## src/rtl/vram_arbiter.sv

```systemverilog
// Shares the single-port VRAM between VGA scanout and CPU screen accesses.
// VGA wins by default; a buffered CPU request is forced through after MAX_WAIT blocked cycles.
module vram_arbiter #(
    parameter int ADDR_W   = 14,
    parameter int DATA_W   = 16,
    parameter int MAX_WAIT = 8
) (
    input  logic              clk,
    input  logic              reset,
    input  logic              vga_req,
    input  logic [ADDR_W-1:0] vga_addr,
    output logic [DATA_W-1:0] vga_rdata,
    output logic              vga_rvalid,
    output logic              vga_overrun,
    input  logic              cpu_req,
    input  logic              cpu_we,
    input  logic [ADDR_W-1:0] cpu_addr,
    input  logic [DATA_W-1:0] cpu_wdata,
    output logic              cpu_ready,
    output logic              cpu_rvalid,
    output logic [DATA_W-1:0] cpu_rdata,
    output logic [ADDR_W-1:0] ram_addr,
    output logic              ram_we,
    output logic [DATA_W-1:0] ram_wdata,
    input  logic [DATA_W-1:0] ram_rdata
);
    typedef enum logic {BUF_EMPTY, BUF_PENDING} buf_state_t;
    typedef enum logic [1:0] {TAG_NONE, TAG_VGA, TAG_CPU_READ} tag_t;

    localparam logic [7:0] WAIT_LIMIT = 8'(MAX_WAIT);

    buf_state_t        buf_state_q, buf_state_d;
    logic              buf_we_q, buf_we_d;
    logic [ADDR_W-1:0] buf_addr_q, buf_addr_d;
    logic [DATA_W-1:0] buf_wdata_q, buf_wdata_d;
    logic [7:0]        wait_cnt_q, wait_cnt_d;
    tag_t              tag_q, tag_d;
    logic [DATA_W-1:0] vga_rdata_q, vga_rdata_d;
    logic [DATA_W-1:0] cpu_rdata_q, cpu_rdata_d;
    logic              vga_rvalid_q, vga_rvalid_d;
    logic              cpu_rvalid_q, cpu_rvalid_d;
    logic              vga_overrun_q, vga_overrun_d;

    logic              buffered;
    logic              accept;
    logic              grant_vga;
    logic              grant_cpu;
    logic              cand_we;
    logic [ADDR_W-1:0] cand_addr;
    logic [DATA_W-1:0] cand_wdata;

    // The held request always beats the incoming one, which keeps CPU order intact.
    assign buffered   = (buf_state_q == BUF_PENDING);
    assign cpu_ready  = !reset && !buffered;
    assign accept     = cpu_req && cpu_ready;
    assign cand_we    = buffered ? buf_we_q    : cpu_we;
    assign cand_addr  = buffered ? buf_addr_q  : cpu_addr;
    assign cand_wdata = buffered ? buf_wdata_q : cpu_wdata;

    always_comb begin
        grant_vga     = 1'b0;
        grant_cpu     = 1'b0;
        buf_state_d   = buf_state_q;
        buf_we_d      = buf_we_q;
        buf_addr_d    = buf_addr_q;
        buf_wdata_d   = buf_wdata_q;
        wait_cnt_d    = wait_cnt_q;
        vga_overrun_d = 1'b0;

        if (!reset) begin
            if (buffered && wait_cnt_q == WAIT_LIMIT) begin
                grant_cpu     = 1'b1;
                buf_state_d   = BUF_EMPTY;
                wait_cnt_d    = '0;
                vga_overrun_d = vga_req;
            end else if (vga_req) begin
                grant_vga = 1'b1;
                // The limit case was taken above, so this can never pass WAIT_LIMIT.
                if (buffered) begin
                    wait_cnt_d = wait_cnt_q + 8'd1;
                end
                if (accept) begin
                    buf_state_d = BUF_PENDING;
                    buf_we_d    = cpu_we;
                    buf_addr_d  = cpu_addr;
                    buf_wdata_d = cpu_wdata;
                end
            end else if (buffered || accept) begin
                grant_cpu   = 1'b1;
                buf_state_d = BUF_EMPTY;
                wait_cnt_d  = '0;
            end
        end

        if (grant_vga) begin
            tag_d = TAG_VGA;
        end else if (grant_cpu && !cand_we) begin
            tag_d = TAG_CPU_READ;
        end else begin
            tag_d = TAG_NONE;
        end

        vga_rvalid_d = (tag_q == TAG_VGA);
        cpu_rvalid_d = (tag_q == TAG_CPU_READ);
        vga_rdata_d  = vga_rvalid_d ? ram_rdata : vga_rdata_q;
        cpu_rdata_d  = cpu_rvalid_d ? ram_rdata : cpu_rdata_q;
    end

    assign ram_addr  = grant_cpu ? cand_addr : vga_addr;
    assign ram_we    = grant_cpu && cand_we;
    assign ram_wdata = cand_wdata;

    always_ff @(posedge clk) begin
        if (reset) begin
            buf_state_q   <= BUF_EMPTY;
            buf_we_q      <= 1'b0;
            buf_addr_q    <= '0;
            buf_wdata_q   <= '0;
            wait_cnt_q    <= '0;
            tag_q         <= TAG_NONE;
            vga_rdata_q   <= '0;
            cpu_rdata_q   <= '0;
            vga_rvalid_q  <= 1'b0;
            cpu_rvalid_q  <= 1'b0;
            vga_overrun_q <= 1'b0;
        end else begin
            buf_state_q   <= buf_state_d;
            buf_we_q      <= buf_we_d;
            buf_addr_q    <= buf_addr_d;
            buf_wdata_q   <= buf_wdata_d;
            wait_cnt_q    <= wait_cnt_d;
            tag_q         <= tag_d;
            vga_rdata_q   <= vga_rdata_d;
            cpu_rdata_q   <= cpu_rdata_d;
            vga_rvalid_q  <= vga_rvalid_d;
            cpu_rvalid_q  <= cpu_rvalid_d;
            vga_overrun_q <= vga_overrun_d;
        end
    end

    assign vga_rdata   = vga_rdata_q;
    assign vga_rvalid  = vga_rvalid_q;
    assign vga_overrun = vga_overrun_q;
    assign cpu_rdata   = cpu_rdata_q;
    assign cpu_rvalid  = cpu_rvalid_q;
endmodule

```

## config.mk

```make
export PLATFORM = sky130hd
export DESIGN_NAME = vram_arbiter
export DESIGN_NICKNAME = d
export VERILOG_FILES = /design/src/rtl/vram_arbiter.sv
export SDC_FILE = /design/constraint.sdc
export NUM_CORES = 1
export LEC_CHECK = 0
export ABC_CLOCK_PERIOD_IN_PS = 2100
export BUFFER_PORTS_ARGS = -buffer_cell sky130_fd_sc_hd__buf_2
export CAP_MARGIN = 10
export CORE_AREA = 8 8 78 114
export CTS_CLUSTER_DIAMETER = 60
export DETAILED_ROUTE_END_ITERATION = 10
export DIE_AREA = 0 0 86 122
export PLACE_DENSITY = 0.77
export SLEW_MARGIN = 10
export SYNTH_ARGS = -nofsm -noshare
export SYNTH_HDL_FRONTEND = slang
export SYNTH_SLANG_ARGS = --single-unit
```

## constraint.sdc

```tcl
create_clock -name clk -period 2.1 [get_ports clk]
set_input_delay 0.42 -clock clk [delete_from_list [all_inputs] [get_ports clk]]
set_output_delay 0.42 -clock clk [all_outputs]
set_load 0.02 [all_outputs]
```

### Word-level counts from Yosys, hierarchy flattened

Index checks and enable logic that the tools add are counted.

| word-level totals | value |
|---|---|
| bits in registers | 77 |
| bits of input ports | 65 |
| output and inout port bits | 67 |
| word-level logic and storage cells | 54 |

| operators by class | value |
|---|---|
| add/subtract/negate cells | 1 |
| equality and inequality tests | 5 |
| mux-type cells | 19 |
| bitwise logic cells | 1 |
| reductions and logical operators | 16 |

Operators with widths:

| kind | number |
|---|---|
| two-way mux 14 bit | 2 |
| two-way mux 8 bit | 3 |
| two-way mux 16 bit | 1 |
| two-way mux 1 bit | 12 |
| adder 8 x 1 -> 8 bit, second input constant | 1 |
| equality test 8 x 4 -> 1 bit, second input constant | 1 |
| OR reduction 2 bit | 3 |
| logical AND 1 bit | 5 |
| inequality test 2 x 1 -> 1 bit, second input constant | 2 |
| AND reduction 2 bit | 2 |
| zero test 1 bit | 3 |
| AND reduction 3 bit | 1 |
| equality test 2 x 1 -> 1 bit, second input constant | 1 |
| equality test 2 bit, second input constant | 1 |
| two-way mux 2 bit | 1 |
| nonzero test 2 bit | 1 |
| logical OR 1 bit | 1 |
| NOT 1 bit | 1 |

### Depth between registers and ports, before layout

Gate-level depths: netlist (run 1).

| depth | value |
|---|---|
| depth in word-level cells | 11 |
| mapped depth | 7 |
| mapped depth without buffers | 5 |

### Worst setup path before layout (run 1)

Ideal clock, no wire load.

| path | value |
|---|---|
| path kind | flip-flop to output port |
| start point | register wait_cnt_q[2] |
| end point | output port ram_we |
| arrival | 1,577 ps |
| required time | 1,680 ps |
| path slack | 103 ps |
| cell stages (with the launch flop) | 6 |
| path buffers | 1 |
| cells stage by stage | dfxtp_1 > nor4b_2 > nand4_2 > a21oi_4 > buf_12 > nor2b_1 |

| between the ends | value |
|---|---|
| word-level cells in the longest chain between the ends | 5 |

RTL lines:

| what | RTL line | source |
|---|---|---|
| start: declaration | 36 | `logic [7:0] wait_cnt_q, wait_cnt_d;` |
| start signal: assignment | 131 | `wait_cnt_q <= wait_cnt_d;` |
| equality test 8 x 4 -> 1 bit | 71 | `if (buffered && wait_cnt_q == WAIT_LIMIT) begin` |
| logical AND 1 bit | 71 |  |
| two-way mux 1 bit | 71 |  |
| two-way mux 1 bit | 70 | `if (!reset) begin` |
| logical AND 1 bit | 110 | `assign ram_we = grant_cpu && cand_we;` |
| end: declaration | 23 | `output logic ram_we,` |

No other way between the ends.

### Worst setup path after layout (run 1)

| path | value |
|---|---|
| start point | register wait_cnt_q[2] |
| end point | output port ram_addr[3] |

| between the ends | value |
|---|---|
| word-level cells in the longest chain between the ends | 5 |

RTL lines:

| what | RTL line | source |
|---|---|---|
| equality test 8 x 4 -> 1 bit | 71 |  |
| logical AND 1 bit | 71 |  |
| two-way mux 1 bit | 71 |  |
| two-way mux 1 bit | 70 |  |
| two-way mux 14 bit | 109 | `assign ram_addr = grant_cpu ? cand_addr : vga_addr;` |
| end: declaration | 22 | `output logic [ADDR_W-1:0] ram_addr,` |

No other way between the ends.

==> reports/metrics.csv, run 1 <==
stage,metric,value,unit
status,outcome,"finished, violations left",
status,violated checks,negative setup slack,
grt,largest net degree at the start of global routing,62,
power_and_ir_drop,sequential share of power,0.466,
timing,Worst Clk Skew,0.00473,ns
floorplanning,die width,86,µm
power_and_ir_drop,worst vdd ir,0.407,mV
logic_synthesis,"area leader, netlist",dfxtp_1,
placement,hpwl dp,6640,µm
timing,Final min period,2.45,ns
clocking,clock-pin slew on the worst setup and hold paths,0.07,ns
drt,via count,3188,
floorplanning,Chip Height,122,µm
worst_setup_path,CP Max Fanout,9,
worst_setup_path,Crit. End Element,primary output,
placement,Port-buffer cells,131,
timing,"Hold Violations, Final",0,
placement,Placed Cells,623,
worst_setup_path,startpoint types,flip-flop,
worst_setup_path,Setup CP Type,reg2out,
power_and_ir_drop,power share of the clock group,0.381,
clocking,Max Root-Sink Buffers,2,
drt,drc violations,0,
drt,drt pass-1 iters,4,
grt,Total GRT Usage,0.169,
logic_synthesis,ranking of synthesized cells by area,"dfxtp_1 45%, nand2_1 14%, mux2_2 12%",
logic_synthesis,Post-Syn Area,3420,µm²
timing,Worst Tran Pin Value,0.660,ns
logic_synthesis,post-synthesis compound-gate area fraction,0.119,
worst_setup_path,Crit path max-delay family,simple AND/OR/NAND/NOR gates,
placement,gpl congestion,0.801,
clocking,clock sink count,77,
drt,Total Routed Length,8930,µm
worst_setup_path,crit path DAT,2.03,ns
grt,grt ovf,0,
drt,Avg WL per Cell,14.0,µm
worst_setup_path,CP max-delay cell,dfxtp_2,
drt,DRT antenna net count,0,
logic_synthesis,Post-Synth Adder-Cell Area,0.00732,
min_path,Hold Path Class,in2reg,
job,max cap viols,0,
layout,share of post-route cells with drive strength above 1,0.400,
logic_synthesis,Cell variety after synth,34,
worst_setup_path,crit-path cells,"nor4b_4, nand4_2, a21oi_4, buf_12, mux2_2, buf_2",
clocking,CTS buffer count,9,
grt,antenna violations before repair,0,
floorplanning,CORE AREA,7180,µm²
logic_synthesis,Syn Area/Cell,8.45,µm²
worst_setup_path,Worst EP required,1.68,ns
logic_synthesis,XOR/XNOR share of the synthesized area,0,
clocking,Root Buffer,clkbuf_8,
clocking,worst-skew pair later-pin latency,0.35,ns
logic_synthesis,post-synthesis sequential area ratio,0.451,
timing,Final TNS setup,-4.67,ns
floorplanning,FP Rows,38,
timing,f_max,408,MHz
timing,RSZ-0062 raised after global routing,yes,
drt,routed vias/inst,4.98,
floorplanning,Die Area,10500,µm²
timing,Final setup viols,15,
placement,pre-CTS setup slack,-0.0101,ns
logic_synthesis,largest family of logic cells by synthesized area,simple AND/OR/NAND/NOR gates,
grt,first-pass GRT wire length,14300,µm
logic_synthesis,mux cell area share after synthesis,0.157,
power_and_ir_drop,net switching power,0.000812,W
power_and_ir_drop,combinational fraction of design power,0.153,
drt,DR iter-0 viols,95,
layout,"non-filler cells, final",640,
layout,P&R area growth vs syn,31.4,%
worst_setup_path,worst path bufs/invs,2,
layout,# diodes,0,
logic_synthesis,YS warnings,0,
logic_synthesis,Simple-Gate Fraction of Synth Area,0.215,
timing,worst hold slack,0.313,ns
timing,setup ws final,-0.353,ns
clocking,CTS Hold Buffers Added,0,
floorplanning,Initial Util,0.476,
grt,via count of the first global-routing pass,3211,
power_and_ir_drop,Lkg Pwr,1.93,nW
logic_synthesis,Synth top area share,0.451,
layout,fin nets,602,
logic_synthesis,#FFs+latches synth,77,
timing,period utilisation layout,1.17,
logic_synthesis,syn_nets,472,
power_and_ir_drop,Sw Ratio,0.248,
power_and_ir_drop,P per Cell Area,729,nW/µm²
timing,Slew Limit Fails,0,
clocking,CTS tree,done,
worst_setup_path,max incr delay on CP,0.34,ns
clocking,CTS HTree Levels,3,
logic_synthesis,Mapped Cells,405,
power_and_ir_drop,Internal,0.00246,W
floorplanning,Ports,132,
timing,Slew HR,0.560,
==> placed cells by master (no fill, tap or decap), types with 2 or more instances in the layout <==
cell type / count
mux2_2: 36
or3_1: 2
ha_1: 2
nand3_1: 3
and2_1: 2
clkbuf_1: 2
buf_4: 16
buf_2: 119
and3_1: 2
o21ai_0: 4
nand2b_1: 2
nor2b_1: 4
dfxtp_1: 75
mux2_4: 8
nand2_1: 131
nor2_1: 13
clkbuf_8: 11
dfxtp_2: 2
buf_6: 12
nand4_1: 2
a21oi_1: 70
or2_2: 2
inv_1: 3
bufinv_16: 2
==> through the flow <==
step | util | power [W] | instance area [µm²]
floorplan | - | 0.00186 | 3420
global placement | 0.582 | 0.00203 | 4180
detailed placement | 0.582 | 0.00204 | 4180
CTS | 0.622 | 0.00331 | 4460
global route | 0.626 | 0.00343 | 4500
finish | 0.626 | 0.00328 | 4500
==> layer usage <==
layer  vias up  global-route usage  part of all wire
met1      1454               0.171              0.40
li1       1604                   -                 -
met4         0               0.106             0.026
met2       114               0.296              0.50
met3        16              0.0512             0.078
met5         -                   0                 0
==> flip-flops by register name, indices dropped and copies added (netlist names) <==
register,cells
buf_state_q,1
cpu_rdata,16
buf_we_q,1
vga_rdata,16
tag_q,2
vga_rvalid,1
buf_wdata_q,16
buf_addr_q,14
wait_cnt_q,8
cpu_rvalid,1
vga_overrun,1
==> logic make-up (layout without fill, tap and decap cells) <==
| group | Yosys count | in the layout |
|---|---|---|
| adders and majority gates | 2 | 2 |
| buffers and inverters | 32 | 167 |
| muxes | 45 | 45 |
| and+or+nand+nor | 171 | 171 |
| DFF | 77 | 77 |
| AOI/OAI and AO/OA | 78 | 78 |
==> Yosys cell counts (all sizes together) <==
cell type  count
a21oi         71
a22oi          1
a31oi          1
and2           2
and3           2
buf           13
clkbuf        16
dfxtp         77
ha             2
inv            3
mux2          44
mux2i          1
nand2        131
nand2b         3
nand3          3
nand3b         1
nand4          3
nor2          13
nor2b          4
nor3b          2
nor4b          1
o211ai         1
o21ai          4
or2            2
or2b           1
or3            2
or3b           1
==> area by class of cell <==
class / count / area (µm²)
Clock buffer: 13 / 159
Clock inverter: 3 / 67.6
Fill cell: 649 / 2680
Inverter: 3 / 11.3
Multi-Input combinational cell: 296 / 1720
Sequential cell: 77 / 1540
Tap cell: 100 / 125
Timing Repair Buffer: 148 / 871
==> worst paths after layout <==
check / from / endpoint / slack (ns) / cells after the start
max reg2reg: buf_state_q / buf_addr_q[11] / 0.36 / 4
max: wait_cnt_q[2] / ram_addr[3] / -0.35 / 6
min: cpu_addr[1] / buf_addr_q[1] / 0.31 / 3
min reg2reg: vga_rdata[11] / vga_rdata[11] / 0.45 / 2
==> power groups by stage <==
stage	clock, W	combinational (W)	sequential (W)
2_1_floorplan	0	0.000275	0.00159
3_3_place_gp	0	0.000467	0.00156
3_5_place_dp	0	0.000477	0.00156
4_1_cts	0.00129	0.000493	0.00153
5_1_grt	0.00136	0.000541	0.00153
6_report	0.00125	0.000500	0.00153
==> tightest hold or removal path, delay by kind of cell <==
| family | cells | cell delay [ns] |
|---|---|---|
| AND/OR/NAND/NOR | 1 | 0.05 |
| buffers and inverters | 1 | 0.10 |
| AO/OA/AOI/OAI | 1 | 0.05 |
==> repair_timing <==
item | 4_1_cts | 5_1_grt
setup endpoints to repair | 15 | 15
gates resized for setup | 16 | 10
buffers inserted | 1 | 0
pin swaps | 0 | 2
Note: power is estimated with default switching activity, not from simulation.
==> run 2: changes to the inputs <==
--- a/config.mk
+++ b/config.mk
@@ -8,10 +8,12 @@
 export ABC_CLOCK_PERIOD_IN_PS = 2100
 export BUFFER_PORTS_ARGS = -buffer_cell sky130_fd_sc_hd__buf_2
 export CAP_MARGIN = 10
-export CORE_AREA = 8 8 78 114
+export CELL_PAD_IN_SITES_DETAIL_PLACEMENT = 0
+export CELL_PAD_IN_SITES_GLOBAL_PLACEMENT = 1
+export CORE_AREA = 8 8 90 133
 export CTS_CLUSTER_DIAMETER = 60
 export DETAILED_ROUTE_END_ITERATION = 10
-export DIE_AREA = 0 0 86 122
+export DIE_AREA = 0 0 98 141
 export PLACE_DENSITY = 0.77
 export SLEW_MARGIN = 10
 export SYNTH_ARGS = -nofsm -noshare
==> run 2 against run 1 <==
  * Final cell count increased by 3.0%
  * Non-clock buffer count rose by 2
  * The flow still finishes with violations (negative setup slack)
  * Global-route usage fell by 3.4 points
  * Design area rose by 4.3%
  * Worst setup slack better by 0.053 ns
  * Clock power rose by 26%
  * Combinational power up 4.2%
  * Largest cell class unchanged
  * Sequential share of layout area shrank 1.4 points
  * Highest routed layer unchanged
  * Via count is 0.38% lower
==> reports/metrics.csv, run 2 (synthesis results as in run 1) <==
stage,metric,value,unit,change
power_and_ir_drop,Lkg Pwr,1.99,nW,+3.3%
timing,RSZ-0062 raised after global routing,yes,,
drt,routed vias/inst,4.82,,-3.2%
floorplanning,CORE AREA,9970,µm²,+39%
clocking,CTS HTree Levels,3,,unchanged
worst_setup_path,Worst EP required,1.68,ns,about the same
timing,Final setup viols,15,,unchanged
clocking,CTS Hold Buffers Added,0,,unchanged
floorplanning,Die Area,13800,µm²,+32%
job,max cap viols,0,,unchanged
worst_setup_path,CP Max Fanout,8,,-1
clocking,CTS buffer count,9,,unchanged
layout,P&R area growth vs syn,37.1,%,
worst_setup_path,crit path DAT,1.98,ns,-0.05 ns
placement,gpl congestion,0.840,,+4.8%
status,outcome,"finished, violations left",,
drt,drt pass-1 iters,4,,unchanged
clocking,Root Buffer,clkbuf_16,,
layout,"non-filler cells, final",659,,+3.0%
clocking,clock sink count,77,,unchanged
layout,"leading cell type in the layout, fill and taps excluded",nand2_1,,
layout,most frequent cells in the layout,"131 x nand2_1, 116 x buf_2, 75 x dfxtp_1",,
clocking,CTS tree,done,,
placement,Port-buffer cells,131,,unchanged
min_path,Hold Path Class,in2reg,,
drt,Avg WL per Cell,14.4,µm,+3.5%
floorplanning,FP Rows,45,,+18%
clocking,clock-pin slew on the worst setup and hold paths,0.06,ns,about the same
power_and_ir_drop,total power,0.00362,W,+11%
grt,first-pass GRT wire length,15200,µm,+6.4%
timing,Worst Tran Pin Value,0.703,ns,+0.0425 ns
timing,Slew Limit Fails,0,,unchanged
floorplanning,Ports,132,,unchanged
worst_setup_path,startpoint types,flip-flop,,
timing,Slew HR,0.532,,-0.0283
grt,grt ovf,0,,unchanged
floorplanning,Chip Height,141,µm,+16%
layout,fillers,979,,+51%
drt,DRT antenna net count,0,,unchanged
drt,Total Routed Length,9510,µm,+6.6%
layout,# diodes,0,,unchanged
placement,dpl cell area,4220,µm²,+1.1%
clocking,Max Root-Sink Buffers,2,,unchanged
layout,fin nets,604,,+0.33%
drt,drc violations,0,,unchanged
layout,share of post-route cells with drive strength above 1,0.408,,+0.00775
timing,"Hold Violations, Final",0,,unchanged
timing,Final min period,2.40,ns,-0.0526 ns
timing,f_max,417,MHz,+2.2%
status,violated checks,negative setup slack,,
power_and_ir_drop,worst vdd ir,0.490,mV,+20%
clocking,worst-skew pair later-pin latency,0.33,ns,-0.02 ns
drt,DR iter-0 viols,134,,+41%
layout,"Design Area, Final",4690,µm²,+4.3%
timing,setup ws final,-0.301,ns,+0.0526 ns
worst_setup_path,Setup CP Type,reg2out,,
placement,Placed Cells,640,,+2.7%
floorplanning,Initial Util,0.343,,-0.133
timing,Worst Clk Skew,0.00506,ns,+0.000333 ns
placement,hpwl dp,6920,µm,+4.3%
grt,via count of the first global-routing pass,3186,,-0.78%
layout,Final Util,0.470,,-0.156
grt,largest net degree at the start of global routing,68,,+9.7%
placement,pre-CTS setup slack,0.0375,ns,+0.0476 ns
grt,Total GRT Usage,0.135,,-0.0338
power_and_ir_drop,P per Cell Area,773,nW/µm²,+6.0%
worst_setup_path,Crit. End Element,primary output,,
timing,period utilisation layout,1.14,,-0.0250
grt,antenna violations before repair,0,,unchanged
drt,via count,3176,,-0.38%
floorplanning,die width,98,µm,+14%
run 2: cell types whose count changed in the layout (fill, tap and decap cells not counted), sizes merged:
| cell | change |
|---|---|
| inv | +3 |
| bufinv | -1 |
| clkbuf | -3 |
| buf | +1 |
| clkinvlp | +2 |
run 2: what timing repair did:
| action | in CTS | in global routing |
|---|---|---|
| gates cloned | 0 | 1 |
| resized for setup | 8 | 28 |
| setup buffers | 2 | 0 |
| setup endpoints to repair | 26 | 26 |
| pin swaps | 2 | 1 |
run 2: metrics by stage:
step           setup TNS, ns  hold slack (ns)
4_1_cts                -4.59            0.317
5_1_grt                -6.01            0.324
2_1_floorplan              0            0.433
3_5_place_dp               0            0.443
3_3_place_gp               0            0.439
6_report               -4.30            0.332
run 2: per-layer routing:
| layer | GRT usage | wire [µm] | vias up |
|---|---|---|---|
| li1 | - | - | 1609 |
| met1 | 0.142 | 4060 | 1453 |
| met2 | 0.237 | 4650 | 99 |
| met3 | 0.0335 | 530 | 15 |
| met5 | 0 | 0 | - |
| met4 | 0.0825 | 269 | 0 |
run 2: layout make-up:
cell class	instances	area, µm²	area share
clock inverters	7	81.3	0.0173
multi-input cells	296	1730	0.368
inverters	3	11.3	0.00240
clock buffers	9	225	0.0480
flip-flops and latches	77	1540	0.329
well taps	117	146	0.0312
repair buffers	150	955	0.204
run 2: final timing paths:
check,startpoint,end,slack (ns),cells after the start
setup / recovery,wait_cnt_q[4],ram_addr[0],-0.30,6
hold / removal,ram_rdata[7],vga_rdata[7],0.33,3
setup reg to reg,buf_state_q,buf_addr_q[2],0.45,4
hold reg to reg,vga_rdata[11],vga_rdata[11],0.45,2
run 2: critical path, stage by stage, from the launching register on:
cell,delay [ns]
dfxtp_2,0.33
nor4b_4,0.28
nand4_2,0.17
a21oi_4,0.23
buf_12,0.16
mux2_2,0.34
buf_6,0.13
run 2: power by group:
| part | total (W) | switching [W] | internal, W |
|---|---|---|---|
| Sequential | 0.00153 | 0.0000218 | 0.00151 |
| Clock | 0.00157 | 0.000637 | 0.000936 |
| Combinational | 0.000521 | 0.000282 | 0.000239 |
==> run 3: changes to the inputs <==
--- a/config.mk
+++ b/config.mk
@@ -14,6 +14,7 @@
 export CTS_CLUSTER_DIAMETER = 60
 export DETAILED_ROUTE_END_ITERATION = 10
 export DIE_AREA = 0 0 98 141
+export MAX_ROUTING_LAYER = met4
 export PLACE_DENSITY = 0.77
 export SLEW_MARGIN = 10
 export SYNTH_ARGS = -nofsm -noshare
==> run 3 against run 2 <==
  * The flow still finishes with violations (negative setup slack)
  * Critical path type unchanged
  * Die area unchanged
  * Register-to-register slack about the same
  * Worst setup slack improved by 0.0055 ns
  * Combinational power decreased by 4%
==> reports/metrics.csv, run 3 (synthesis results as in run 1) <==
stage,metric,value,unit,change
status,outcome,"finished, violations left",,
status,violated checks,negative setup slack,,
worst_setup_path,Setup CP Type,reg2out,,
drt,DR iter-0 viols,157,,+17%
worst_setup_path,startpoint types,flip-flop,,
floorplanning,CORE AREA,9970,µm²,unchanged
timing,setup ws final,-0.295,ns,+0.00552 ns
clocking,clock sink count,77,,unchanged
timing,Slew HR,0.533,,+0.000881
worst_setup_path,R2R setup slack,0.45,ns,about the same
power_and_ir_drop,worst vdd ir,0.487,mV,-0.55%
layout,fillers,987,,+0.82%
floorplanning,FP Rows,45,,unchanged
power_and_ir_drop,net switching power,0.000943,W,+0.19%
floorplanning,Die Area,13800,µm²,unchanged
timing,Worst Tran Pin Value,0.701,ns,-0.00132 ns
worst_setup_path,r2r endpoint,buf_wdata_q[13],,
placement,Port-buffer cells,131,,unchanged
grt,antenna violations before repair,0,,unchanged
placement,gpl congestion,0.853,,+1.5%
drt,drt pass-1 iters,4,,unchanged
power_and_ir_drop,Internal,0.00267,W,-0.59%
timing,period utilisation layout,1.14,,-0.00263
worst_setup_path,Worst Reg-to-Reg Cells,4,,unchanged
clocking,CTS buffer count,9,,unchanged
min_path,hold_sp,ram_rdata[7],,
floorplanning,Chip Height,141,µm,unchanged
floorplanning,Initial Util,0.343,,unchanged
layout,Final Util,0.463,,-0.00703
grt,largest net degree at the start of global routing,68,,unchanged
grt,Total GRT Usage,0.139,,+0.00406
clocking,CTS tree,done,,
clocking,CTS Hold Buffers Added,0,,unchanged
grt,first-pass GRT wire length,15200,µm,about the same
timing,worst hold slack,0.329,ns,-0.00323 ns
clocking,CTS HTree Levels,3,,unchanged
layout,fin nets,603,,-0.17%
timing,Worst Clk Skew,0.00553,ns,+0.000468 ns
placement,pre-CTS setup slack,0.0375,ns,unchanged
grt,via count of the first global-routing pass,3198,,+0.38%
power_and_ir_drop,power share of the clock group,0.438,,+0.004
floorplanning,die width,98,µm,unchanged
power_and_ir_drop,Sw Ratio,0.261,,+0.00151
timing,Slew Limit Fails,0,,unchanged
timing,RSZ-0062 raised after global routing,yes,,
layout,most frequent cells in the layout,"131 x nand2_1, 122 x buf_2, 75 x dfxtp_1",,
worst_setup_path,Reg2Reg Launch Point,buf_state_q,,
clocking,clock-pin slew on the worst setup and hold paths,0.06,ns,about the same
worst_setup_path,Worst EP required,1.68,ns,about the same
clocking,Max Root-Sink Buffers,2,,unchanged
job,max cap viols,0,,unchanged
layout,"leading cell type in the layout, fill and taps excluded",nand2_1,,
clocking,worst-skew pair later-pin latency,0.33,ns,about the same
drt,Total Routed Length,9400,µm,-1.2%
timing,f_max,418,MHz,+0.23%
timing,Final setup viols,15,,unchanged
timing,Final min period,2.40,ns,-0.00552 ns
clocking,Root Buffer,clkbuf_16,,
power_and_ir_drop,P per Cell Area,781,nW/µm²,+1.1%
worst_setup_path,crit path DAT,1.98,ns,about the same
grt,grt ovf,0,,unchanged
layout,# diodes,0,,unchanged
drt,Avg WL per Cell,14.3,µm,-1.1%
worst_setup_path,Crit. End Element,primary output,,
worst_setup_path,Crit. Startpoint,wait_cnt_q[4],,
layout,share of post-route cells with drive strength above 1,0.407,,-0.00109
timing,"Hold Violations, Final",0,,unchanged
min_path,Hold Path Class,in2reg,,
drt,drc violations,0,,unchanged
layout,area occupied by multi-input gates,1730,µm²,unchanged
worst_setup_path,CP Max Fanout,15,,+7
placement,hpwl dp,6920,µm,unchanged
floorplanning,Ports,132,,unchanged
power_and_ir_drop,Lkg Pwr,1.97,nW,-1.3%
power_and_ir_drop,combinational fraction of design power,0.139,,-0.005
drt,via count,3165,,-0.35%
layout,P&R area growth vs syn,35.0,%,
drt,DRT antenna net count,0,,unchanged
min_path,WHS Path Cells,3,,unchanged
layout,storage element area,1540,µm²,unchanged
power_and_ir_drop,sequential share of power,0.423,,about the same
drt,routed vias/inst,4.81,,-0.19%
min_path,hold endpoint,vga_rdata[7],,
==> run 3: cell count changes in the layout (fill, tap and decap cells not counted), sizes merged <==
| cell | change |
|---|---|
| clkbuf | -1 |
==> run 3: cell type report <==
type / count / area share
inverters: 3 / 0.00244
well taps: 117 / 0.0317
flip-flops and latches: 77 / 0.334
multi-input cells: 296 / 0.374
clock buffers: 9 / 0.0488
repair buffers: 149 / 0.192
clock inverters: 7 / 0.0176
==> run 3: what timing repair did <==
item,CTS,global route
pin swaps,2,1
setup buffers,2,0
resized for setup,8,14
setup endpoints to repair,26,26
gates cloned,0,0
==> run 3: critical path, cell delays in order (launching register included) <==
cell and delay [ns]:
dfxtp_2 0.33, nor4b_4 0.28, nand4_2 0.17, a21oi_4 0.18, buf_12 0.17, mux2_2 0.34, buf_2 0.16
==> run 3: worst max path at each step <==
stage | slack [ns] | depth (start not counted) | to
after global routing | -0.39 | 6 | ram_addr[1]
after floorplan | 0.10 | 5 | ram_we
after global placement | 0.08 | 6 | ram_addr[0]
after CTS | -0.33 | 6 | ram_addr[13]
final | -0.30 | 6 | ram_addr[0]
after detailed placement | 0.04 | 6 | ram_addr[13]
==> run 3: power by group through the flow <==
stage	Combinational, W	Clock, W	Sequential, W
floorplan	0.000275	0	0.00159
global placement	0.000482	0	0.00156
detailed placement	0.000487	0	0.00156
CTS	0.000496	0.00162	0.00153
global route	0.000544	0.00169	0.00153
finish	0.000501	0.00158	0.00153
==> run 3: routing by layer <==
layer	wire (µm)	share of wire	GRT usage
met4	255	0.027	0.0776
met1	4020	0.43	0.144
met5	0	0	-
met2	4610	0.49	0.238
met3	503	0.054	0.0330
==> run 3: through the flow <==
step | area, µm² | cells | TNS (ns) | power, W
2_1_floorplan | 3420 | 405 | 0 | 0.00186
3_3_place_gp | 4220 | 640 | 0 | 0.00204
3_5_place_dp | 4220 | 640 | 0 | 0.00205
4_1_cts | 4570 | 658 | -4.59 | 0.00365
5_1_grt | 4620 | 658 | -5.47 | 0.00376
6_report | 4620 | 658 | -3.74 | 0.00361
